$ cat src/rtl/rtc_read_seq_pkg.sv
// Shared definitions for the RTC read sequencer and the per-register edit modules:
// FSM state encoding, RTC register addresses, strobe indices and the bus drive payload.
// Build option: RTC_READ_TIMER_EN appends the three timer registers to the scan.
package rtc_read_seq_pkg;

  localparam int unsigned IDX_W    = 4;
  localparam int unsigned STROBE_W = 9;
  localparam int unsigned DATA_W   = 8;
  localparam int unsigned PERIOD_W = 20;

  typedef enum logic [2:0] {
    IDLE     = 3'd0,
    ADDR     = 3'd1,
    ADDR_END = 3'd2,
    READ     = 3'd3,
    CAPTURE  = 3'd4,
    RECOVER  = 3'd5
  } state_e;

  // Strobe indices, shared with the edit modules
  localparam int unsigned IDX_SEC  = 0;
  localparam int unsigned IDX_MIN  = 1;
  localparam int unsigned IDX_HOUR = 2;
  localparam int unsigned IDX_DAY  = 3;
  localparam int unsigned IDX_MON  = 4;
  localparam int unsigned IDX_YEAR = 5;
  localparam int unsigned IDX_TMR0 = 6;
  localparam int unsigned IDX_TMR1 = 7;
  localparam int unsigned IDX_TMR2 = 8;

  // RTC register addresses
  localparam logic [DATA_W-1:0] ADDR_SEC  = 8'h21;
  localparam logic [DATA_W-1:0] ADDR_MIN  = 8'h22;
  localparam logic [DATA_W-1:0] ADDR_HOUR = 8'h23;
  localparam logic [DATA_W-1:0] ADDR_DAY  = 8'h24;
  localparam logic [DATA_W-1:0] ADDR_MON  = 8'h25;
  localparam logic [DATA_W-1:0] ADDR_YEAR = 8'h26;
  localparam logic [DATA_W-1:0] ADDR_TMR0 = 8'h41;
  localparam logic [DATA_W-1:0] ADDR_TMR1 = 8'h42;
  localparam logic [DATA_W-1:0] ADDR_TMR2 = 8'h43;

`ifdef RTC_READ_TIMER_EN
  localparam int unsigned           NUM_REGS    = 9;
  localparam logic [STROBE_W-1:0]   STROBE_MASK = 9'h1FF;
`else
  localparam int unsigned           NUM_REGS    = 6;
  localparam logic [STROBE_W-1:0]   STROBE_MASK = 9'h03F;
`endif

  // Registered drive of the RTC bus pins
  typedef struct packed {
    logic              cs_n;
    logic              rd_n;
    logic              ad_oe;
    logic              ad_sel;
    logic [DATA_W-1:0] ad_out;
  } rtc_bus_t;

  localparam rtc_bus_t BUS_IDLE = '{cs_n: 1'b1, rd_n: 1'b1, ad_oe: 1'b0, ad_sel: 1'b0, ad_out: 8'h00};

  // Scan position to RTC register address
  function automatic logic [DATA_W-1:0] reg_addr(input logic [IDX_W-1:0] idx);
    logic [DATA_W-1:0] a;
    case (idx)
      IDX_W'(IDX_SEC):  a = ADDR_SEC;
      IDX_W'(IDX_MIN):  a = ADDR_MIN;
      IDX_W'(IDX_HOUR): a = ADDR_HOUR;
      IDX_W'(IDX_DAY):  a = ADDR_DAY;
      IDX_W'(IDX_MON):  a = ADDR_MON;
      IDX_W'(IDX_YEAR): a = ADDR_YEAR;
      IDX_W'(IDX_TMR0): a = ADDR_TMR0;
      IDX_W'(IDX_TMR1): a = ADDR_TMR1;
      IDX_W'(IDX_TMR2): a = ADDR_TMR2;
      default:          a = ADDR_SEC;
    endcase
    return a;
  endfunction

endpackage

$ cat src/rtl/rtc_read_seq_phase_timer.sv
// rtc_phase_timer: loadable down-counter timing one bus phase.
// Ports: clk, reset (sync, active-high), load/load_val start a phase,
//        done_c is high in the last cycle of the loaded phase (once per load).
module rtc_phase_timer #(
  parameter int unsigned CNT_W = 8
) (
  input  logic             clk,
  input  logic             reset,
  input  logic             load,
  input  logic [CNT_W-1:0] load_val,
  output logic             done_c
);

  logic [CNT_W-1:0] count_q, count_d;
  logic             active_q, active_d;

  // Load wins over counting; the counter parks at zero once the phase ends
  always_comb begin
    count_d  = count_q;
    active_d = active_q;
    if (load) begin
      count_d  = load_val;
      active_d = 1'b1;
    end else if (active_q) begin
      if (count_q == '0) begin
        active_d = 1'b0;
      end else begin
        count_d = count_q - CNT_W'(1);
      end
    end
  end

  always_ff @(posedge clk) begin
    if (reset) begin
      count_q  <= '0;
      active_q <= 1'b0;
    end else begin
      count_q  <= count_d;
      active_q <= active_d;
    end
  end

  assign done_c = active_q && (count_q == '0);

endmodule

$ cat src/rtl/rtc_read_seq.sv
// rtc_read_seq: periodically reads the RTC time registers over a multiplexed
// address/data bus and strobes each captured BCD byte to the display logic.
// Ports: CLK, RESET (sync, active-high), Modificando (edit in progress, holds off scans),
//        AD_in/AD_out/AD_OE (bus data), CS_n/RD_n/WR_n/AD_sel (bus control),
//        DATA_out (last captured byte), Actualizar (one-hot update strobe), BUSY.
// Build option: RTC_READ_TIMER_EN adds timer registers 0x41..0x43 (strobes 6..8).
module rtc_read_seq
  import rtc_read_seq_pkg::*;
#(
  parameter int unsigned T_PHASE     = 10,
  parameter int unsigned SCAN_PERIOD = 1000000
) (
  input  logic                CLK,
  input  logic                RESET,
  input  logic                Modificando,
  input  logic [DATA_W-1:0]   AD_in,
  output logic [DATA_W-1:0]   AD_out,
  output logic                AD_OE,
  output logic                CS_n,
  output logic                RD_n,
  output logic                WR_n,
  output logic                AD_sel,
  output logic [DATA_W-1:0]   DATA_out,
  output logic [STROBE_W-1:0] Actualizar,
  output logic                BUSY
);

  localparam logic [PERIOD_W-1:0] PERIOD_LAST = PERIOD_W'(SCAN_PERIOD - 1);
  localparam logic [7:0]          PHASE_LOAD  = 8'(T_PHASE - 1);
  localparam logic [IDX_W-1:0]    IDX_LAST    = IDX_W'(NUM_REGS - 1);

  state_e               state_q, state_d;
  logic [IDX_W-1:0]     idx_q, idx_d;
  logic [PERIOD_W-1:0]  period_q, period_d;
  logic                 pending_q, pending_d;
  logic                 abort_q, abort_d;
  logic [DATA_W-1:0]    data_q, data_d;
  logic [STROBE_W-1:0]  act_q, act_d;
  logic                 busy_q, busy_d;
  rtc_bus_t             bus_q, bus_d;

  logic                 period_hit_c;
  logic                 start_c;
  logic                 timer_load_c;
  logic                 timer_done_c;

  rtc_phase_timer #(
    .CNT_W (8)
  ) u_phase_timer (
    .clk      (CLK),
    .reset    (RESET),
    .load     (timer_load_c),
    .load_val (PHASE_LOAD),
    .done_c   (timer_done_c)
  );

  assign period_hit_c = (period_q == PERIOD_LAST);
  // A missed period start (edit in progress) is remembered and taken on release
  assign start_c      = (state_q == IDLE) && !Modificando && (period_hit_c || pending_q);

  // Next state, sequencing and registered output decode (outputs follow state_d)
  always_comb begin
    state_d      = state_q;
    idx_d        = idx_q;
    timer_load_c = 1'b0;
    period_d     = period_hit_c ? '0 : period_q + PERIOD_W'(1);
    pending_d    = pending_q;
    abort_d      = abort_q | (Modificando && (state_q != IDLE));
    data_d       = data_q;
    act_d        = '0;
    bus_d        = BUS_IDLE;

    if (start_c) begin
      pending_d = 1'b0;
    end else if (period_hit_c && Modificando) begin
      pending_d = 1'b1;
    end

    case (state_q)
      IDLE: begin
        if (start_c) begin
          state_d      = ADDR;
          idx_d        = '0;
          timer_load_c = 1'b1;
        end
      end
      ADDR: begin
        if (timer_done_c) begin
          state_d      = ADDR_END;
          timer_load_c = 1'b1;
        end
      end
      ADDR_END: begin
        if (timer_done_c) begin
          state_d      = READ;
          timer_load_c = 1'b1;
        end
      end
      READ: begin
        if (timer_done_c) begin
          state_d = CAPTURE;
        end
      end
      CAPTURE: begin
        state_d      = RECOVER;
        timer_load_c = 1'b1;
      end
      RECOVER: begin
        if (timer_done_c) begin
          // An edit seen anywhere in this scan ends it after the current transaction
          if (abort_d || (idx_q == IDX_LAST)) begin
            state_d = IDLE;
          end else begin
            state_d      = ADDR;
            idx_d        = idx_q + IDX_W'(1);
            timer_load_c = 1'b1;
          end
        end
      end
      default: begin
        state_d = IDLE;
      end
    endcase

    if (state_d == IDLE) begin
      abort_d = 1'b0;
    end

    busy_d = (state_d != IDLE);

    // Bus phases; AD_OE and RD_n=0 never share a state, so they cannot overlap
    case (state_d)
      ADDR: begin
        bus_d.cs_n   = 1'b0;
        bus_d.ad_oe  = 1'b1;
        bus_d.ad_out = reg_addr(idx_d);
      end
      ADDR_END: begin
        bus_d.ad_oe  = 1'b1;
        bus_d.ad_out = reg_addr(idx_d);
      end
      READ: begin
        bus_d.cs_n   = 1'b0;
        bus_d.rd_n   = 1'b0;
        bus_d.ad_sel = 1'b1;
      end
      CAPTURE: begin
        bus_d.cs_n   = 1'b0;
        bus_d.rd_n   = 1'b0;
        bus_d.ad_sel = 1'b1;
        data_d       = AD_in;
        act_d        = STROBE_W'(1) << idx_q;
      end
      default: begin
        bus_d = BUS_IDLE;
      end
    endcase
  end

  always_ff @(posedge CLK) begin
    if (RESET) begin
      state_q   <= IDLE;
      idx_q     <= '0;
      period_q  <= '0;
      pending_q <= 1'b0;
      abort_q   <= 1'b0;
      data_q    <= '0;
      act_q     <= '0;
      busy_q    <= 1'b0;
      bus_q     <= BUS_IDLE;
    end else begin
      state_q   <= state_d;
      idx_q     <= idx_d;
      period_q  <= period_d;
      pending_q <= pending_d;
      abort_q   <= abort_d;
      data_q    <= data_d;
      act_q     <= act_d;
      busy_q    <= busy_d;
      bus_q     <= bus_d;
    end
  end

  assign AD_out     = bus_q.ad_out;
  assign AD_OE      = bus_q.ad_oe;
  assign CS_n       = bus_q.cs_n;
  assign RD_n       = bus_q.rd_n;
  assign AD_sel     = bus_q.ad_sel;
  assign WR_n       = 1'b1;
  assign DATA_out   = data_q;
  // Strobes beyond the configured scan length are tied low
  assign Actualizar = act_q & STROBE_MASK;
  assign BUSY       = busy_q;

endmodule

$ cat config.mk
export PLATFORM = sky130hd
export DESIGN_NAME = rtc_read_seq
export DESIGN_NICKNAME = d
export VERILOG_FILES = /design/src/rtl/rtc_read_seq_pkg.sv /design/src/rtl/rtc_read_seq_phase_timer.sv /design/src/rtl/rtc_read_seq.sv
export SDC_FILE = /design/constraint.sdc
export NUM_CORES = 1
export LEC_CHECK = 0
export CAP_MARGIN = 20
export CORE_MARGIN = 2
export CORE_UTILIZATION = 49
export DETAILED_ROUTE_END_ITERATION = 10
export PLACE_DENSITY = 0.76
export SYNTH_ARGS = -nofsm -noshare
export SYNTH_HDL_FRONTEND = slang
export SYNTH_SLANG_ARGS = --single-unit
$ cat constraint.sdc
create_clock -name CLK -period 2.32 [get_ports CLK]
set_input_delay 0.464 -clock CLK [delete_from_list [all_inputs] [get_ports CLK]]
set_output_delay 0.464 -clock CLK [all_outputs]
set_load 0.005 [all_outputs]
==> run summary <==
Critical-path top delay cell - dfxtp_1
Most frequent cells in the layout - dfxtp_1 (62), nor2_1 (46), buf_4 (38)
Row cnt - 28
Crit start category - register
Vias in the first global route - 2328
Post-layout minimum cycle time - 2226 ps
CP delay by family, top - simple AND/OR/NAND/NOR gates
Tot Pwr - 2139 uW
Ys async rst share - 0
Global-route wire length before repair - 10.14 mm
Root Buffer - clkbuf_8
Wire per inst - 12.80 um
Maximum vdd drop - 511.1 uV
Number of enable flip-flop cells after synthesis - 0
Vias/cell - 5.232
Peak Freq - 449.1 MHz
Post-synth cell types - 58
Reg-to-Reg Start - u_phase_timer.count_q[1]
Final Cycle Share - 0.9597
Skew final - 12.63 ps
Share of post-route cells with drive strength above 1 - 0.1935
Post-route design area - 3837 um2
Starting Density - 0.5021
HPWL Detailed - 4.442 mm
Ordered cell list for the critical path - inv_1 > ha_4 > nor4b_4 > and2_4 > a21oi_1 > o21a_1 > or2_2 > inv_1 > ha_1 > nand3_1 > and3b_1
Layout fillers - 501
Worst skew pair latency - 340 ps
Residual DRC - 0
Post-Layout Cell Count - 478
# diodes - 0
Hold Fails Final Rpt - 0
Deepest clock path buffer count - 2
Max cap viols - 0
Total wire length - 6.119 mm
Hold Slack - 439.9 ps
Ports - 42
Synth Area in Adders - 0.02964
Hold path start - period_q[0]
Final setup violation count - 0
DRT iter0 DRCs - 143
Routed vias - 2501
Initial antenna violation count - 0
Static leakage power - 0.001553 uW
FF+latch area - 1241 um2
Most used cell, CP - inv_1
Area growth syn-to-layout - 29.85%
CP Data Required Time - 2560 ps
Commonest non-fill, non-tap cell in the layout - dfxtp_1
Register area share after synthesis - 0.4200
Register bit total from synthesis - 62
Placed cell area - 3556 um2
Slowest cell delay on critical path - 320 ps
Clock sink count - 62
Core ar. - 5886 um2
All-Layer GR Usage - 0.1997
Cell Area, Synth - 2955 um2
DRT Pass-1 Iters - 4
Post-route ant nets - 0
CP max FO - 4
Gpl congestion - 0.8515
Clk slew on worst S/H paths - 70 ps
Synth Area in Simple Gates - 0.2765
IO Port Bufs - 34
Die area - 6668 um2
Synth warn - 0
Total grt overflow - 0
Largest net degree at the start of global routing - 21
Placed cell count - 458
Outcome - finished, final reports clean
Synth Instances - 326
Top_reg_cell synth - dfxtp_1
WP data arrival - 2460 ps
Worst Setup SP - u_phase_timer.count_q[1]
P per Cell Area - 557.5 nW/um2
Final Max Tran Viols - 0
Die X - 81.66 um
Critical Path Sink Type - register
TritonCTS clock tree - yes
Synthesized-area fraction occupied by xor and xnor cells - 0.06224
Fin nets - 416
DIE HEIGHT - 81.66 um
Largest family of logic cells by synthesized area - simple AND/OR/NAND/NOR gates
Multiplexer share of the synthesized area - 0.02710
Crit path kind - register to register
Cts bufs inserted - 9
RSZ-0062 raised after global routing - true
Post-synthesis compound-gate area fraction - 0.1240
Buffers & Inverters on Critical Path - 2
Hold WC Path Type - register to register
H-tree levels - 3
Multi-input gate area - 1597 um2
Post-synthesis area per instance - 9.065 um2
cell type report:
| class | instances | share of cell area |
|---|---|---|
| multi-input combinational | 236 | 0.4160 |
| sequential | 62 | 0.3234 |
| timing repair buffer | 72 | 0.1637 |
| clock buffer | 10 | 0.03326 |
| tap | 75 | 0.02445 |
| clock inverter | 6 | 0.02250 |
| inverter | 17 | 0.01663 |
logic make-up after synthesis:
| group | count (synthesis) |
|---|---|
| AO/OA/AOI/OAI | 51 |
| XOR/XNOR | 21 |
| adder cells (fa/ha/maj) | 7 |
| buffers and inverters | 33 |
| flip-flops | 62 |
| multiplexers | 8 |
| other | 2 |
| AND/OR/NAND/NOR | 142 |
report_power, final:
group	internal [uW]	switching [uW]	total, uW
Combinational	23.2	26.4	49.5
Sequential	1070	2.70	1070
Clock	603	416	1020
cells in the mapped netlist (3+ instances only):
cell,instances,share of area
dfxtp_1,62,0.42
nor2_1,46,0.058
nand2_1,18,0.023
inv_1,17,0.022
xnor2_1,15,0.044
a21oi_1,13,0.022
nand3_1,13,0.022
and3_1,10,0.021
and2_1,9,0.019
o21ai_0,9,0.015
buf_4,8,0.020
mux2i_1,8,0.027
ha_1,7,0.030
or3_1,7,0.015
nand4_1,6,0.013
nor3_1,6,0.010
xor2_1,6,0.018
o211ai_1,5,0.013
clkbuf_1,4,0.0051
and3b_1,3,0.0089
nor4_1,3,0.0064
nor4b_4,3,0.024
o21a_1,3,0.0076
sequential cells by signal (all words and copies together) (netlist names):
register	count
period_q	20
DATA_out	8
u_phase_timer.count_q	8
act_q	6
AD_out	5
idx_q	4
state_q	3
AD_OE	1
AD_sel	1
BUSY	1
CS_n	1
RD_n	1
abort_q	1
pending_q	1
u_phase_timer.active_q	1
worst register-to-register path, cell delays in order (launching register included):
cell and delay, ps:
dfxtp_1 320, inv_1 100, ha_4 150, nor4b_4 290, and2_4 210, a21oi_1 80, o21a_1 200, or2_2 280
inv_1 90, ha_1 140, nand3_1 90, and3b_1 180
through the flow:
stage	setup TNS (ps)	util	setup WS (ps)
after floorplan	0	-	146.2
after global placement	-1741	0.6042	-341.3
after detailed placement	-2306	0.6042	-417.6
after CTS	0	0.6454	0.01354
after global routing	-77.66	0.6520	-55.44
final	0	0.6520	93.51
worst paths after layout:
path	endpoint	slack (ps)	depth (start not counted)
hold reg to reg	period_q[0]	440	1
hold / removal	period_q[0]	440	1
setup / recovery	AD_out[5]	90	11
setup reg to reg	AD_out[5]	90	11
routing by layer:
metal  wire, um  up-vias  GRT usage  part of all wire
met5          0        -          0                 0
met4        103        0    0.07833             0.017
met3        439       11    0.08132             0.072
met2       2855       70     0.3082              0.47
met1       2721     1146     0.2490              0.44
li1           -     1274          -                 -
what timing repair did:
action,4_1_cts,5_1_grt
setup endpoints to repair,4,16
setup buffers,3,1
hold endpoints to repair,0,0
resized for setup,2,9
hold buffers,0,0
pin swaps,2,5
(Power assumes the default switching activity.)
